--- config.mk ---
export PLATFORM = sky130hd
export DESIGN_NAME = sha256_arbiter
export DESIGN_NICKNAME = d
export VERILOG_FILES = /design/src/rtl/sha256_arbiter.sv
export SDC_FILE = /design/constraint.sdc
export NUM_CORES = 1
export LEC_CHECK = 0
export ABC_AREA = 1
export ABC_CLOCK_PERIOD_IN_PS = 1850
export CELL_PAD_IN_SITES_DETAIL_PLACEMENT = 1
export CELL_PAD_IN_SITES_GLOBAL_PLACEMENT = 1
export CORE_ASPECT_RATIO = 1.5
export CORE_MARGIN = 1
export CORE_UTILIZATION = 34
export CTS_BUF_LIST = sky130_fd_sc_hd__clkbuf_16
export DETAILED_ROUTE_END_ITERATION = 12
export GPL_ROUTABILITY_DRIVEN = 0
export PLACE_DENSITY = 0.82
export SYNTH_ARGS = -nofsm -noshare
export SYNTH_HDL_FRONTEND = slang
export SYNTH_SLANG_ARGS = --single-unit
--- constraint.sdc ---
create_clock -name clk -period 1.85 [get_ports clk]
set_clock_uncertainty 0.15 [all_clocks]
set_input_delay 0.185 -clock clk [delete_from_list [all_inputs] [get_ports clk]]
set_output_delay 0.185 -clock clk [all_outputs]
set_load 0.03 [all_outputs]
--- src/rtl/sha256_arbiter.sv ---
// Two-requester round-robin arbiter in front of a single SHA-256 core.
// The owner streams 16 message words to the core, then collects 32 hash bytes.
module sha256_arbiter #(
  parameter int unsigned DATA_WIDTH   = 32,
  parameter int unsigned WORD_GAP     = 3,
  parameter int unsigned WAIT_TIMEOUT = 4096
) (
  input  logic                  clk,
  input  logic                  rst_n,
  input  logic [1:0]            req_i,
  input  logic [1:0]            word_valid_i,
  input  logic [DATA_WIDTH-1:0] word0_i,
  input  logic [DATA_WIDTH-1:0] word1_i,
  output logic [1:0]            word_ready_o,
  output logic [1:0]            grant_o,
  output logic [DATA_WIDTH-1:0] core_msg_o,
  output logic                  core_dv_o,
  input  logic [7:0]            core_hash_i,
  input  logic                  core_dv_i,
  output logic [7:0]            hash_byte_o,
  output logic [1:0]            hash_dv_o,
  output logic [1:0]            done_o,
  output logic [1:0]            err_o
);

  localparam int unsigned GapW = (WORD_GAP > 1) ? $clog2(WORD_GAP) : 1;
  localparam int unsigned ToW  = (WAIT_TIMEOUT > 1) ? $clog2(WAIT_TIMEOUT) : 1;

  typedef enum logic [2:0] {
    StIdle    = 3'd0,
    StGrant   = 3'd1,
    StLoad    = 3'd2,
    StWait    = 3'd3,
    StReturn  = 3'd4,
    StRelease = 3'd5
  } state_e;

  state_e                state_q, state_d;
  logic                  owner_q, owner_d;
  logic                  last_owner_q, last_owner_d;
  logic [3:0]            word_cnt_q, word_cnt_d;
  logic                  seen16_q, seen16_d;
  logic [GapW-1:0]       gap_q, gap_d;
  logic [ToW-1:0]        to_cnt_q, to_cnt_d;
  logic [4:0]            byte_cnt_q, byte_cnt_d;
  logic [1:0]            grant_q, grant_d;
  logic [1:0]            word_ready_q, word_ready_d;
  logic [1:0]            hash_dv_q, hash_dv_d;
  logic [1:0]            done_q, done_d;
  logic [1:0]            err_q, err_d;
  logic [DATA_WIDTH-1:0] msg_q, msg_d;
  logic                  core_dv_q, core_dv_d;
  logic [7:0]            hash_byte_q, hash_byte_d;

  logic       win;
  logic [1:0] owner_oh;
  logic       load_fire, load_done, wait_hit, wait_timeout, byte_fire, byte_last;

  // On a tie the requester that did not own the core last time wins.
  always_comb begin
    win = ~last_owner_q;
    if (req_i == 2'b01) begin
      win = 1'b0;
    end else if (req_i == 2'b10) begin
      win = 1'b1;
    end
  end

  assign owner_oh     = {owner_q, ~owner_q};
  assign load_fire    = (state_q == StLoad) && !seen16_q && (gap_q == '0) &&
                        word_valid_i[owner_q];
  assign load_done    = (state_q == StLoad) && seen16_q && (gap_q == '0);
  assign wait_hit     = (state_q == StWait) && core_dv_i;
  assign wait_timeout = (state_q == StWait) && !core_dv_i &&
                        (to_cnt_q == ToW'(WAIT_TIMEOUT - 1));
  assign byte_fire    = (state_q == StReturn) && core_dv_i;
  assign byte_last    = byte_fire && (byte_cnt_q == 5'd31);

  always_ff @(posedge clk or negedge rst_n) begin
    if (!rst_n) begin
      state_q      <= StIdle;
      owner_q      <= 1'b0;
      last_owner_q <= 1'b1;
      word_cnt_q   <= '0;
      seen16_q     <= 1'b0;
      gap_q        <= '0;
      to_cnt_q     <= '0;
      byte_cnt_q   <= '0;
      grant_q      <= '0;
      word_ready_q <= '0;
      hash_dv_q    <= '0;
      done_q       <= '0;
      err_q        <= '0;
      msg_q        <= '0;
      core_dv_q    <= 1'b0;
      hash_byte_q  <= '0;
    end else begin
      state_q      <= state_d;
      owner_q      <= owner_d;
      last_owner_q <= last_owner_d;
      word_cnt_q   <= word_cnt_d;
      seen16_q     <= seen16_d;
      gap_q        <= gap_d;
      to_cnt_q     <= to_cnt_d;
      byte_cnt_q   <= byte_cnt_d;
      grant_q      <= grant_d;
      word_ready_q <= word_ready_d;
      hash_dv_q    <= hash_dv_d;
      done_q       <= done_d;
      err_q        <= err_d;
      msg_q        <= msg_d;
      core_dv_q    <= core_dv_d;
      hash_byte_q  <= hash_byte_d;
    end
  end

  always_comb begin
    state_d = state_q;
    case (state_q)
      StIdle:    if (req_i != 2'b00) state_d = StGrant;
      StGrant:   state_d = StLoad;
      StLoad:    if (load_done) state_d = StWait;
      StWait: begin
        if (wait_hit) begin
          state_d = StReturn;
        end else if (wait_timeout) begin
          state_d = StRelease;
        end
      end
      StReturn:  if (byte_last) state_d = StRelease;
      StRelease: state_d = StIdle;
      default:   state_d = StIdle;
    endcase
  end

  always_comb begin
    owner_d      = owner_q;
    last_owner_d = last_owner_q;
    word_cnt_d   = word_cnt_q;
    seen16_d     = seen16_q;
    gap_d        = gap_q;
    to_cnt_d     = to_cnt_q;
    byte_cnt_d   = byte_cnt_q;
    grant_d      = grant_q;
    msg_d        = msg_q;
    hash_byte_d  = hash_byte_q;
    word_ready_d = '0;
    core_dv_d    = 1'b0;
    hash_dv_d    = '0;
    done_d       = '0;
    err_d        = '0;
    case (state_q)
      StIdle: begin
        if (req_i != 2'b00) begin
          owner_d = win;
          grant_d = {win, ~win};
        end
      end
      StGrant: begin
        word_cnt_d = '0;
        seen16_d   = 1'b0;
        gap_d      = '0;
        to_cnt_d   = '0;
        byte_cnt_d = '0;
      end
      StLoad: begin
        if (load_fire) begin
          msg_d        = owner_q ? word1_i : word0_i;
          core_dv_d    = 1'b1;
          word_ready_d = owner_oh;
          gap_d        = GapW'(WORD_GAP - 1);
          word_cnt_d   = word_cnt_q + 4'd1;
          // Count wraps to zero on the 16th word; the flag remembers it.
          if (word_cnt_q == 4'd15) seen16_d = 1'b1;
        end else if (gap_q != '0) begin
          gap_d = gap_q - GapW'(1);
        end
      end
      StWait: begin
        if (wait_hit) begin
          byte_cnt_d = '0;
        end else if (wait_timeout) begin
          err_d = owner_oh;
        end else begin
          to_cnt_d = to_cnt_q + ToW'(1);
        end
      end
      StReturn: begin
        if (byte_fire) begin
          hash_byte_d = core_hash_i;
          hash_dv_d   = owner_oh;
          byte_cnt_d  = byte_cnt_q + 5'd1;
          if (byte_last) done_d = owner_oh;
        end
      end
      StRelease: begin
        last_owner_d = owner_q;
        grant_d      = '0;
      end
      default: begin
        owner_d      = 1'b0;
        last_owner_d = 1'b1;
        word_cnt_d   = '0;
        seen16_d     = 1'b0;
        gap_d        = '0;
        to_cnt_d     = '0;
        byte_cnt_d   = '0;
        grant_d      = '0;
        msg_d        = '0;
        hash_byte_d  = '0;
      end
    endcase
  end

  assign word_ready_o = word_ready_q;
  assign grant_o      = grant_q;
  assign core_msg_o   = msg_q;
  assign core_dv_o    = core_dv_q;
  assign hash_byte_o  = hash_byte_q;
  assign hash_dv_o    = hash_dv_q;
  assign done_o       = done_q;
  assign err_o        = err_q;

endmodule

Word level (Yosys, flattened, before mapping)
Cells that the tools add are included.
Widths: inputs -> output; s select.
{"block": "op_classes", "n_addsub": 4, "multipliers": 0, "div_mod_pow": 0, "n_lt_le_gt_ge": 1, "eq_ne": 21, "n_shift": 0, "mux": 46, "bitwise": 10, "reduce_logical": 34}
{"operator": "$mux 32", "n": 2}
{"operator": "$pmux 32 s2", "n": 1}
{"operator": "$mux 2", "n": 13}
{"operator": "$mux 12", "n": 2}
{"operator": "$pmux 12 s2", "n": 1}
{"operator": "$reduce_or 5->1", "n": 4}
{"operator": "$ne 2x2->1 const B", "n": 8}
{"operator": "$pmux 8 s2", "n": 1}
{"operator": "$mux 3", "n": 5}
{"operator": "$pmux 3 s5", "n": 1}
{"operator": "$pmux 5 s3", "n": 1}
{"operator": "$add 12x1->12 const B", "n": 1}
{"operator": "$eq 12x12->1 const B", "n": 1}
{"operator": "$reduce_and 2->1", "n": 6}
{"operator": "$reduce_or 4->1", "n": 3}
{"operator": "$logic_and 1x1->1", "n": 10}
{"operator": "$mux 5", "n": 2}
{"operator": "$not 1->1", "n": 10}
{"operator": "$mux 1", "n": 9}
{"operator": "$reduce_and 3->1", "n": 3}
{"operator": "$mux 8", "n": 1}
{"operator": "$pmux 2 s2", "n": 2}
{"operator": "$pmux 4 s2", "n": 1}
{"operator": "$eq 3x2->1 const B", "n": 2}
{"operator": "other kinds (21)", "n": 26}
{"block": "word_totals", "regBits": 80, "latchBits": 0, "ramBits": 0, "romBits": 0, "in_bits": 79, "out_inout_bits": 51, "word_cells": 132, "n_memories": 0}

Longest topological paths before layout
{"block": "logic_depth", "word_depth": 6, "mapped_depth": 10, "depth_no_buf": 10}

Worst setup path before layout
No wires, ideal clock.
{"block": "synth_timing", "path_type": "flip-flop to flip-flop", "startpoint": "reg gap_q[0]", "endpoint": "reg msg_q[0], in the netlist core_msg_o[0]", "setup_time_ns": 0.128, "arrival_ns": 1.374, "t_required_ns": 1.572, "setup_slack_ns": 0.198, "path_stages_with_launch": 11, "n_path_buf": 1, "synth_period_minus_slack_ns": 1.652, "cell_sequence": "dfrtp_1 inv_1 ha_1 inv_1 nor2_1 o211ai_1 nand2_2 nand3_4 buf_2 nand2_1 o21ai_0"}
{"block": "synth_via", "elab_chain_len": 5}
{"item": "start, declared", "line": "43", "rtl": "logic [GapW-1:0] gap_q, gap_d;"}
{"item": "start signal, assigned", "line": "103", "rtl": "gap_q <= gap_d;"}
{"item": "$logic_not 2->1", "line": "70", "rtl": "assign load_fire = (state_q == StLoad) && !seen16_q && (gap_q == '0) &&"}
{"item": "$logic_and 1x1->1 (2 in a row)", "line": "70"}
{"item": "$ne 2x2->1 (no source line)"}
{"item": "$reduce_and 2->1 (no source line)"}
{"item": "end signal, assigned", "line": "111", "rtl": "msg_q <= msg_d;"}
{"item": "end, declared", "line": "51", "rtl": "logic [DATA_WIDTH-1:0] msg_q, msg_d;"}
No other way between the ends.
A chain may end at the register's enable or synchronous reset.

Worst setup path after layout
{"block": "layout_timing", "startpoint": "reg gap_q[0]", "endpoint": "reg msg_q[16], in the netlist core_msg_o[16]"}
Same word-level chain as after synthesis.

==> flow_summary.toml <==
[sta]
worst_slew_pin_slew_ns = 0.630
relSlewSlack_pct = 58.0
worst_slack_ns = -0.0177
hold_viol = 0
setup_tns_ns = -0.0281
fmax_mhz = 535
post-route-min-period_ns = 1.87
final_max_slew_viol_count = 0
report.final.setup_viol = 2
rsz0062_at_grt = "yes"
finalCritPeriodShare_pct = 101

[detailed_routing]
wl_per_cell_um = 19.6
drt_pre_antenna_iters = 4
vias = 4181
via_per_inst = 5.23
drtAntennaViolNets = 0
drcViolationCount = 0
drt_iter0_drc = 182
drt_wl_total_mm = 15.7

[placed_design]
hpwl_mm = 9.62
pre_cts_slack_ns = 0.0355
port_buffers = 129

[synth]
synth-seq-area-share_pct = 48.9
netlist_area_um2 = 4100
syn-num-nets = 566
ys_ff_latch = 80
yosys_warnings = 0
synth_area_per_cell_um2 = 8.50
synth_cell_type_count = 32
syn-instance-count = 482

[final_layout]
syn2layout_area_growth_pct = 56.2
fin_nets = 730
final_common_cell = "clkdlybuf4s50_1"
fin_util_pct = 55.0
diodes = 0
final_cell_mix = "128 x clkdlybuf4s50_1, 95 x nand2_1, 76 x dfrtp_1"
fill_cells = 1345
drive_above_1_share_pct = 24.8
seqCellArea_um2 = 2010
multi_input_area_um2 = 1980

[die]
pin_count = 130
row_count = 48
core_um2 = 11700
dieArea_um2 = 12500
die_h_um = 136
start_util_pct = 35.2
die_width_um = 91.7

[status]
violations = "negative setup slack"
status = "complete, but fails checks"

[clock_network]
path_clk_slew_ns = 0.06
cts_buffer_depth = 2
cts_buffers = 9
cts_tree = "yes"
clock-root-buffer = "clkbuf_16"
clk_latency_ns = 0.34
cts_sinks = 80
htreeDepth = 3

[power_and_ir_drop]
p_leak_uw = 0.00281
peakVddDrop_mv = 0.768
totalPowerFinal_uw = 10500
powerDensity_nw_per_um2 = 1630

[global_routing]
antenna_found_initial = 0
grt_pass1_wl_mm = 21.3
grt_pass1_vias = 4269
grt_max_degree = 41
grt_usage_pct = 21.7
grt_overflow = 0

[worst_setup_path]
cp_max_fo = 12
critPathKind = "flip-flop to flip-flop"
crit_arrival_ns = 1.94
worstSetupStartpointType = "flip-flop"
worstPathRequired_ns = 1.92
end_kind = "flip-flop"

[hold_path]
holdCritPathClass = "input port to async pin"

[job]
drv_cap = 0
## area by class of cell
| cell class | count | share of cell area (%) |
|---|---|---|
| Timing Repair Buffer | 174 | 27.8 |
| Inverter | 36 | 2.21 |
| Clock inverter | 6 | 1.33 |
| Multi-Input combinational cell | 345 | 30.9 |
| Tap cell | 150 | 2.93 |
| Clock buffer | 9 | 3.52 |
| Sequential cell | 80 | 31.3 |
## through the flow
stage	instance area, µm²	std cells	hold slack, ns
finish	6400	800	0.172
global route	6400	800	0.203
CTS	6010	780	0.166
detailed placement	5680	763	-0.0197
global placement	5680	763	-0.0223
floorplan	4100	482	-0.261
## final timing paths
kind | from | end | slack (ns) | depth (start not counted)
hold reg to reg | grant_o[1]$_DFFE_PN0P_ | grant_o[1]$_DFFE_PN0P_ | 0.34 | 2
setup reg to reg | gap_q[0]$_DFFE_PN0P_ | core_msg_o[16]$_DFFE_PN0P_ | -0.02 | 10
hold / removal | rst_n | core_msg_o[12]$_DFFE_PN0P_ | 0.17 | 2
setup / recovery | gap_q[0]$_DFFE_PN0P_ | core_msg_o[16]$_DFFE_PN0P_ | -0.02 | 10
min in group clk | core_hash_i[4] | hash_byte_o[4]$_DFFE_PN0P_ | 0.27 | 3
max in group asynchronous | rst_n | core_msg_o[24]$_DFFE_PN0P_ | 0.82 | 3
## worst max-delay path: stages (launching register included)
cell	delay (ns)
dfrtp_1	0.40
inv_2	0.08
ha_4	0.13
inv_2	0.03
nor2_2	0.06
o211ai_1	0.13
nand2_2	0.15
nand3_4	0.19
clkbuf_16	0.23
nand2_1	0.10
o21ai_1	0.08
## timing repair
action	in CTS	in global routing
setup buffers	1	12
setup endpoints to repair	11	54
hold buffers	1	0
gates cloned	0	8
gates resized for setup	3	70
hold endpoints to repair	80	0
pin swaps	2	3
## routing by layer
metal  track usage (%)  share of wire [%]
met5                 0                  0
met3              4.19                5.7
met4              8.38                3.8
met2              40.3                 53
met1              24.2                 37
## synthesized netlist by cell type
master / number / share of area, %
nand3_2: 1 / 0.24
nand2_1: 113 / 10
inv_1: 32 / 2.9
a21oi_1: 3 / 0.37
nand2_4: 2 / 0.55
nor2_1: 34 / 3.1
a22o_1: 1 / 0.21
clkbuf_1: 5 / 0.46
buf_1: 1 / 0.091
buf_2: 9 / 1.1
nand3b_1: 1 / 0.18
buf_6: 2 / 0.55
or2_2: 36 / 5.5
nand3_4: 2 / 0.85
o21ai_0: 46 / 5.6
o21ai_2: 1 / 0.21
nand3_1: 25 / 3.1
nor2_4: 2 / 0.55
ha_1: 5 / 1.5
xor2_1: 6 / 1.3
mux2i_1: 1 / 0.24
a211oi_2: 1 / 0.31
buf_4: 5 / 0.92
nand2_2: 3 / 0.46
dfrtp_1: 79 / 48
o21ai_1: 14 / 1.7
inv_2: 4 / 0.37
nor2_2: 3 / 0.46
xnor2_1: 2 / 0.43
o211ai_1: 36 / 6.6
nand4_1: 6 / 0.92
dfstp_2: 1 / 0.64
## cell families after synthesis
| family | Yosys count | synth area share, % |
|---|---|---|
| multiplexers | 1 | 0.244 |
| AND/OR/NAND/NOR | 228 | 26.2 |
| buffers and inverters | 58 | 6.41 |
| adder cells (fa/ha/maj) | 5 | 1.53 |
| AO/OA/AOI/OAI | 102 | 15.0 |
| flip-flops | 80 | 48.9 |
| XOR/XNOR | 8 | 1.71 |
## state kept, by name, summed over array words and instances, names as in the netlist, 3 cells and up
register	cells
hash_byte_o	8
core_msg_o	32
to_cnt_q	12
word_cnt_q	4
state_q	3
byte_cnt_q	5
## report_power, final
part	internal [µW]	leakage (µW)	total, µW	switching [µW]
Sequential	2260	0.00108	2690	430
Clock	1170	0.000149	1910	737
Combinational	2490	0.00158	5870	3380
No activity file was read; power rests on OpenSTA's default activity.
